[config.mk]
export PLATFORM = sky130hd
export DESIGN_NAME = lvds_tx_link_arbiter
export DESIGN_NICKNAME = d
export VERILOG_FILES = /design/src/rtl/lvds_tx_link_arbiter.sv
export SDC_FILE = /design/constraint.sdc
export NUM_CORES = 1
export LEC_CHECK = 0
export BUFFER_PORTS_ARGS = -buffer_cell sky130_fd_sc_hd__buf_2
export CAP_MARGIN = 15
export CORE_UTILIZATION = 45
export DETAILED_ROUTE_END_ITERATION = 7
export GPL_TIMING_DRIVEN = 1
export HOLD_SLACK_MARGIN = 0.15
export PLACE_DENSITY_LB_ADDON = 0.25
export SLEW_MARGIN = 30
export SYNTH_ARGS = -nofsm -noshare
export SYNTH_HDL_FRONTEND = slang
export SYNTH_SLANG_ARGS = --single-unit
[constraint.sdc]
create_clock -name CLK -period 2.44 [get_ports CLK]
set_input_delay 0.244 -clock CLK [delete_from_list [all_inputs] [get_ports CLK]]
set_output_delay 0.244 -clock CLK [all_outputs]
set_load 0.05 [all_outputs]
[src/rtl/lvds_tx_link_arbiter.sv]
// Transmit-side LVDS link controller: sync training, idle fill, and round-robin
// framed arbitration of two requesters onto a single serializer input.
module lvds_tx_link_arbiter #(
  parameter int                 DATA_W       = 8,
  parameter int                 FRAME_LEN    = 4,
  parameter int                 TRAIN_CYCLES = 16,
  parameter logic [DATA_W-1:0]  SYNC_WORD    = 8'hA5,
  parameter logic [DATA_W-1:0]  IDLE_WORD    = 8'hBC,
  parameter logic [DATA_W-1:0]  HDR_WORD     = 8'hF0
) (
  input  logic              CLK,
  input  logic              RST,
  input  logic              train_req,
  input  logic              req0_valid,
  input  logic [DATA_W-1:0] req0_data,
  output logic              req0_ready,
  input  logic              req1_valid,
  input  logic [DATA_W-1:0] req1_data,
  output logic              req1_ready,
  output logic              tx_valid,
  output logic [DATA_W-1:0] tx_data,
  output logic              tx_is_ctrl,
  input  logic              tx_ready,
  output logic [1:0]        grant,
  output logic              link_trained
);

  localparam int          FCW        = $clog2(FRAME_LEN + 1);
  localparam logic [15:0] TRAIN_LAST = 16'(TRAIN_CYCLES - 1);
  localparam logic [FCW-1:0] FRAME_LAST = FCW'(FRAME_LEN - 1);

  typedef enum logic [1:0] {S_TRAIN, S_IDLE, S_HDR, S_DATA} state_t;

  state_t           state_q, state_d;
  logic [15:0]      train_cnt_q, train_cnt_d;
  logic [FCW-1:0]   frame_cnt_q, frame_cnt_d;
  logic             rr_q, rr_d;
  logic             owner_q, owner_d;
  logic             trained_q, trained_d;

  logic              owner_valid;
  logic [DATA_W-1:0] owner_data;
  logic              pref_valid;

  assign owner_valid  = owner_q ? req1_valid : req0_valid;
  assign owner_data   = owner_q ? req1_data  : req0_data;
  assign pref_valid   = rr_q    ? req1_valid : req0_valid;
  assign link_trained = trained_q;

  // NOTE: every signal driven here gets a default first so no path can infer a latch.
  always_comb begin
    state_d     = state_q;
    train_cnt_d = train_cnt_q;
    frame_cnt_d = frame_cnt_q;
    rr_d        = rr_q;
    owner_d     = owner_q;
    trained_d   = trained_q;
    tx_valid    = 1'b1;
    tx_data     = SYNC_WORD;
    tx_is_ctrl  = 1'b1;
    req0_ready  = 1'b0;
    req1_ready  = 1'b0;
    grant       = 2'b00;

    unique case (state_q)
      S_TRAIN: begin
        if (tx_ready) begin
          if (train_cnt_q == TRAIN_LAST) begin
            state_d     = S_IDLE;
            trained_d   = 1'b1;
            train_cnt_d = '0;
          end else begin
            train_cnt_d = train_cnt_q + 16'd1;
          end
        end
      end
      S_IDLE: begin
        tx_data = IDLE_WORD;
        if (tx_ready && (req0_valid || req1_valid)) begin
          owner_d = pref_valid ? rr_q : ~rr_q;
          state_d = S_HDR;
        end
      end
      S_HDR: begin
        tx_data = {HDR_WORD[DATA_W-1:1], owner_q};
        grant   = {owner_q, ~owner_q};
        if (tx_ready) begin
          state_d     = S_DATA;
          frame_cnt_d = '0;
        end
      end
      S_DATA: begin
        // Zero-latency pass-through; a requester stall is just a bubble.
        tx_valid   = owner_valid;
        tx_data    = owner_data;
        tx_is_ctrl = 1'b0;
        grant      = {owner_q, ~owner_q};
        req0_ready = ~owner_q & tx_ready;
        req1_ready =  owner_q & tx_ready;
        if (owner_valid && tx_ready) begin
          if (frame_cnt_q == FRAME_LAST) begin
            state_d = S_IDLE;
            rr_d    = ~owner_q;
          end else begin
            frame_cnt_d = frame_cnt_q + FCW'(1);
          end
        end
      end
      default: ;
    endcase

    // Retraining overrides any completion decided above.
    if (train_req) begin
      state_d     = S_TRAIN;
      train_cnt_d = '0;
      frame_cnt_d = '0;
      trained_d   = 1'b0;
      if (state_q == S_HDR || state_q == S_DATA) rr_d = ~owner_q;
    end
  end

  // NOTE: sequential state uses non-blocking assignments so all registers update together.
  always_ff @(posedge CLK or posedge RST) begin
    if (RST) begin
      state_q     <= S_TRAIN;
      train_cnt_q <= '0;
      frame_cnt_q <= '0;
      rr_q        <= 1'b0;
      owner_q     <= 1'b0;
      trained_q   <= 1'b0;
    end else begin
      state_q     <= state_d;
      train_cnt_q <= train_cnt_d;
      frame_cnt_q <= frame_cnt_d;
      rr_q        <= rr_d;
      owner_q     <= owner_d;
      trained_q   <= trained_d;
    end
  end

endmodule

**Word level (Yosys, flattened, before mapping)**

Index checks and enable logic that the tools add are counted.

- Flip-flop bits (word level): 24
- Bits of input ports: 22
- Output and inout port bits: 15
- Logic and storage cells: 75

- $add $sub $neg: 2
- Eq/ne operators: 12
- Mux-type cells: 36
- Bitwise operators: 4
- Reduce and logical (&&, ||, !) cells: 15

Operators by type and width:

| kind | number |
|---|---|
| two-way mux 16 bit | 4 |
| one-hot mux 8 bit (3 select lines) | 1 |
| != test 3 bit, second input constant | 7 |
| adder 16 x 1 -> 16 bit, second input constant | 1 |
| == test 16 x 4 -> 1 bit, second input constant | 1 |
| two-way mux 1 bit | 16 |
| two-way mux 2 bit | 8 |
| two-way mux 3 bit | 4 |
| two-way mux 8 bit | 1 |
| one-hot mux 2 bit (4 select lines) | 1 |
| one-hot mux 3 bit (2 select lines) | 1 |
| AND reduction 6 bit | 1 |
| nonzero test 2 bit | 3 |
| == test 2 bit, second input constant | 2 |
| AND reduction 2 bit | 2 |
| AND reduction 4 bit | 1 |
| adder 3 x 1 -> 3 bit, second input constant | 1 |
| == test 3 x 2 -> 1 bit, second input constant | 1 |
| AND reduction 3 bit | 1 |
| nonzero test 3 bit | 1 |
| AND 1 bit | 2 |
| == test 2 x 1 -> 1 bit, second input constant | 1 |
| logical AND 1 bit | 2 |
| logical NOT 2 bit | 1 |
| 3 further kinds | 5 |

**Longest topological paths before layout**

- Word-level depth: 6
- Gate-level depth with buffers: 8

**Least setup slack after synthesis**

Ideal clock, no wire load.

- Kind: flip-flop to output port
- Start: register state_q[0]
- End: output port tx_data[2]
- Arrival time: 2.155 ns
- Slack: 0.041 ns
- Stages on the path, launching flop included: 5
- Path through: dfrtp_1 > ha_1 > clkbuf_1 > nand2_1 > o21ai_0

- Cells in the longest elaborated chain, start to end: 2
- Elaborated cells between the ends (all ways): 4
- Classes of those cells: 3 x eq/ne; 1 x mux

Ends and longest elaborated chain:

| what | line | text |
|---|---|---|
| start: declaration | 34 | `state_t state_q, state_d;` |
| start signal: assignment | 132 | `state_q <= state_d;` |
| == test 2 bit or == test 2 x 1 -> 1 bit (tied branches) | 65 | `unique case (state_q)` |
| one-hot mux 8 bit (3 select lines) * | 65 |  |
| end: declaration | 21 | `output logic [DATA_W-1:0] tx_data,` |

Every way passes the cells marked *; elsewhere a longest branch is shown, timed or not.

**Worst setup path in the final report**

- Start: register state_q[1]
- End: register train_cnt_q[13]

- Cells in the longest elaborated chain, start to end: 3

Ends and longest elaborated chain:

| what | line | text |
|---|---|---|
| logical NOT 2 bit | 65 |  |
| nonzero test 2 bit (no line) | - |  |
| AND reduction 2 bit (no line) | - |  |
| end signal: assignment | 133 | `train_cnt_q <= train_cnt_d;` |
| end: declaration | 35 | `logic [15:0] train_cnt_q, train_cnt_d;` |

Every way passes these cells.
A chain may end at the register's enable or synchronous reset.

==> results.yml <==
timing:
  fmax_mhz: 447
  finalSetupTns_ps: 0
  slew-limit-headroom_pct: 42.2
  fin_ws_ps: 203
  finalCritPeriodShare_pct: 91.7
  hold_viol_final: 0
  min_period_ps: 2240
  grt_setup_unrepaired: "no"
  final-setup-viol-count: 0
  slew_violations: 0
  holdWs_ps: 174
  finClkSkew_ps: 7.07
  tightest_slew_ps: 864
final_layout:
  final_cells: 264
  mostFrequentLayoutCells: "buf_2, dfrtp_1, nor2_1"
  n_antenna_cell: 0
  utilization_pct: 56.3
  drive_gt1_share_pct: 27.1
  fillCellCount: 306
  seq_area_um2: 601
  final_common_cell: "buf_2"
  multi_input_area_um2: 947
  layout.nets: 249
  fin_area_um2: 1910
  areaGrowthSynthToFinish_pct: 17.9
yosys:
  ys_ff_latch: 24
  yosys-top-cells-area: "dfrtp_1, ha_1, mux2_2, a21oi_1, mux2i_1"
  yosysTopAreaCell: "dfrtp_1"
  synthDistinctLibCells: 41
  synth_flop_cell: "dfrtp_1"
  ys_warn_count: 0
  synth_area_per_cell_um2: 8.89
  syn_nets: 212
  synth_area_um2: 1620
  yosysSeqAreaShare_pct: 37.1
  synthCells: 182
  async_flop_share_pct: 100
  synth_top_area_share_pct: 37.1
  synth_edf_count: 0
pwr:
  p_leak_nw: 0.878
  power_per_cell_area_nw_per_um2: 900
  vdd_drop_max_mv: 0.330
  p_total_mw: 1.72
drt:
  dr.pass1.iters: 4
  via_per_inst: 5.45
  wl_per_cell_um: 12.7
  via_count: 1438
  drc: 0
  finalWirelength_um: 3350
  antenna_left: 0
  first_iter_violations: 61
placed_design:
  dpl.hpwl_um: 2470
  globalplace.congestion: 0.806
  place_inst: 259
  port_buffers: 36
  place_area_um2: 1840
  dp_slack_ps: 139
grt:
  first_global_vias: 1160
  antenna_found_initial: 0
  grt_max_degree: 25
  grt-ovfl-total: 0
  grt_usage_pct: 18.4
  grt_pass1_wl_um: 5160
floorplan:
  core_um2: 3390
  dieWidth_um: 62.0
  start_util_pct: 47.7
  fp.dieH_um: 62.0
  io_pins: 37
  dieArea_um2: 3840
  rows: 21
setup_path:
  critPathMaxFanout: 9
  reg2reg_slack_ps: 200
  cp.required_ps: 2690
  start_kind: "flip-flop"
  endpoint_kind: "flip-flop"
  path_class: "reg2reg"
  cp.arrival_ps: 2490
clock_network:
  cts_htree_levels: 1
  clk_latency_ps: 320
  clock-sinks: 24
  clock_path_buffers: 2
  path_clk_slew_ps: 130
  cts-root-buf: "clkbuf_4"
  postCtsSetupBuffers: 0
  cts_buffers: 3
  cts_tree: "done"
run_status:
  status: "completed"
worst_hold_path:
  min-delay-path-class: "in2reg"
job:
  cap_violations: 0
## worst paths after layout
check                                                 from  cells after the start                           to
worst max-delay path                state_q[1]$_DFFE_PP0P_                      6  train_cnt_q[13]$_DFFE_PP0P_
worst min-delay path                            req0_valid                      2          owner_q$_DFFE_PP0P_
worst max register to register      state_q[1]$_DFFE_PP0P_                      6  train_cnt_q[13]$_DFFE_PP0P_
worst min register to register  frame_cnt_q[2]$_DFFE_PP0P_                      1   frame_cnt_q[2]$_DFFE_PP0P_
max in group asynchronous                              RST                      3   train_cnt_q[3]$_DFFE_PP0P_
min in group asynchronous                              RST                      3  train_cnt_q[10]$_DFFE_PP0P_
## report_power, final
group | leakage, nW | switching [mW] | internal (mW)
sequential | 0.326 | 0.0774 | 0.440
clock | 0.0279 | 0.121 | 0.166
combinational | 0.524 | 0.618 | 0.295
total | 0.878 | 0.817 | 0.901
## what timing repair did
action | CTS | global route
endpoints found under the hold margin | 24 | 0
endpoints found under the setup margin | 0 | 2
hold buffers | 1 | 0
resized for setup | 0 | 1
## cell families after synthesis
logic type / synth area share (%)
and+or+nand+nor: 23.2
xor gates and xnor gates: 2.71
muxes: 9.90
AOI/OAI and AO/OA: 16.4
DFF: 37.1
adders and majority gates: 6.19
buffers and inverters: 4.49
## routing by layer
layer / track usage (%) / up-vias / part of all wire (%)
met5: 0 / - / 0
met4: 6.98 / 0 / 1.4
met3: 1.86 / 5 / 4.3
met2: 31.2 / 43 / 45
met1: 24.4 / 649 / 49
li1: - / 741 / -
## worst max-delay path, stage by stage (launching register included)
cell     delay (ps)
dfrtp_1         470
inv_1           190
ha_1            210
a21o_1          190
or3b_4          450
or4_1           510
a21oi_1         160
## state kept, by name, indices dropped and copies added, names as in the netlist
| name | count |
|---|---|
| state_q | 2 |
| owner_q | 1 |
| rr_q | 1 |
| link_trained | 1 |
| train_cnt_q | 16 |
| frame_cnt_q | 3 |
## synth_stat cells, drive strengths merged, types with 2 or more instances
cell type / number
o22ai: 2
nor4: 4
nand3: 5
xor2: 4
clkbuf: 3
and3: 2
nand2: 13
a21oi: 16
or3: 4
a31oi: 4
o21ai: 7
and4: 2
o21bai: 3
nand2b: 4
a41oi: 2
or4: 4
ha: 8
o31ai: 5
mux2: 8
nand4: 6
inv: 10
or3b: 2
nand4b: 2
buf: 5
mux2i: 7
dfrtp: 24
nor2: 17
## layout make-up
class / instances / area share, %
Multi-Input combinational cell: 140 / 49.6
Sequential cell: 24 / 31.5
Timing Repair Buffer: 40 / 11.1
Tap cell: 46 / 3.02
Inverter: 10 / 1.97
Clock inverter: 1 / 1.57
Clock buffer: 3 / 1.18
No activity file was read; power rests on OpenSTA's default activity.
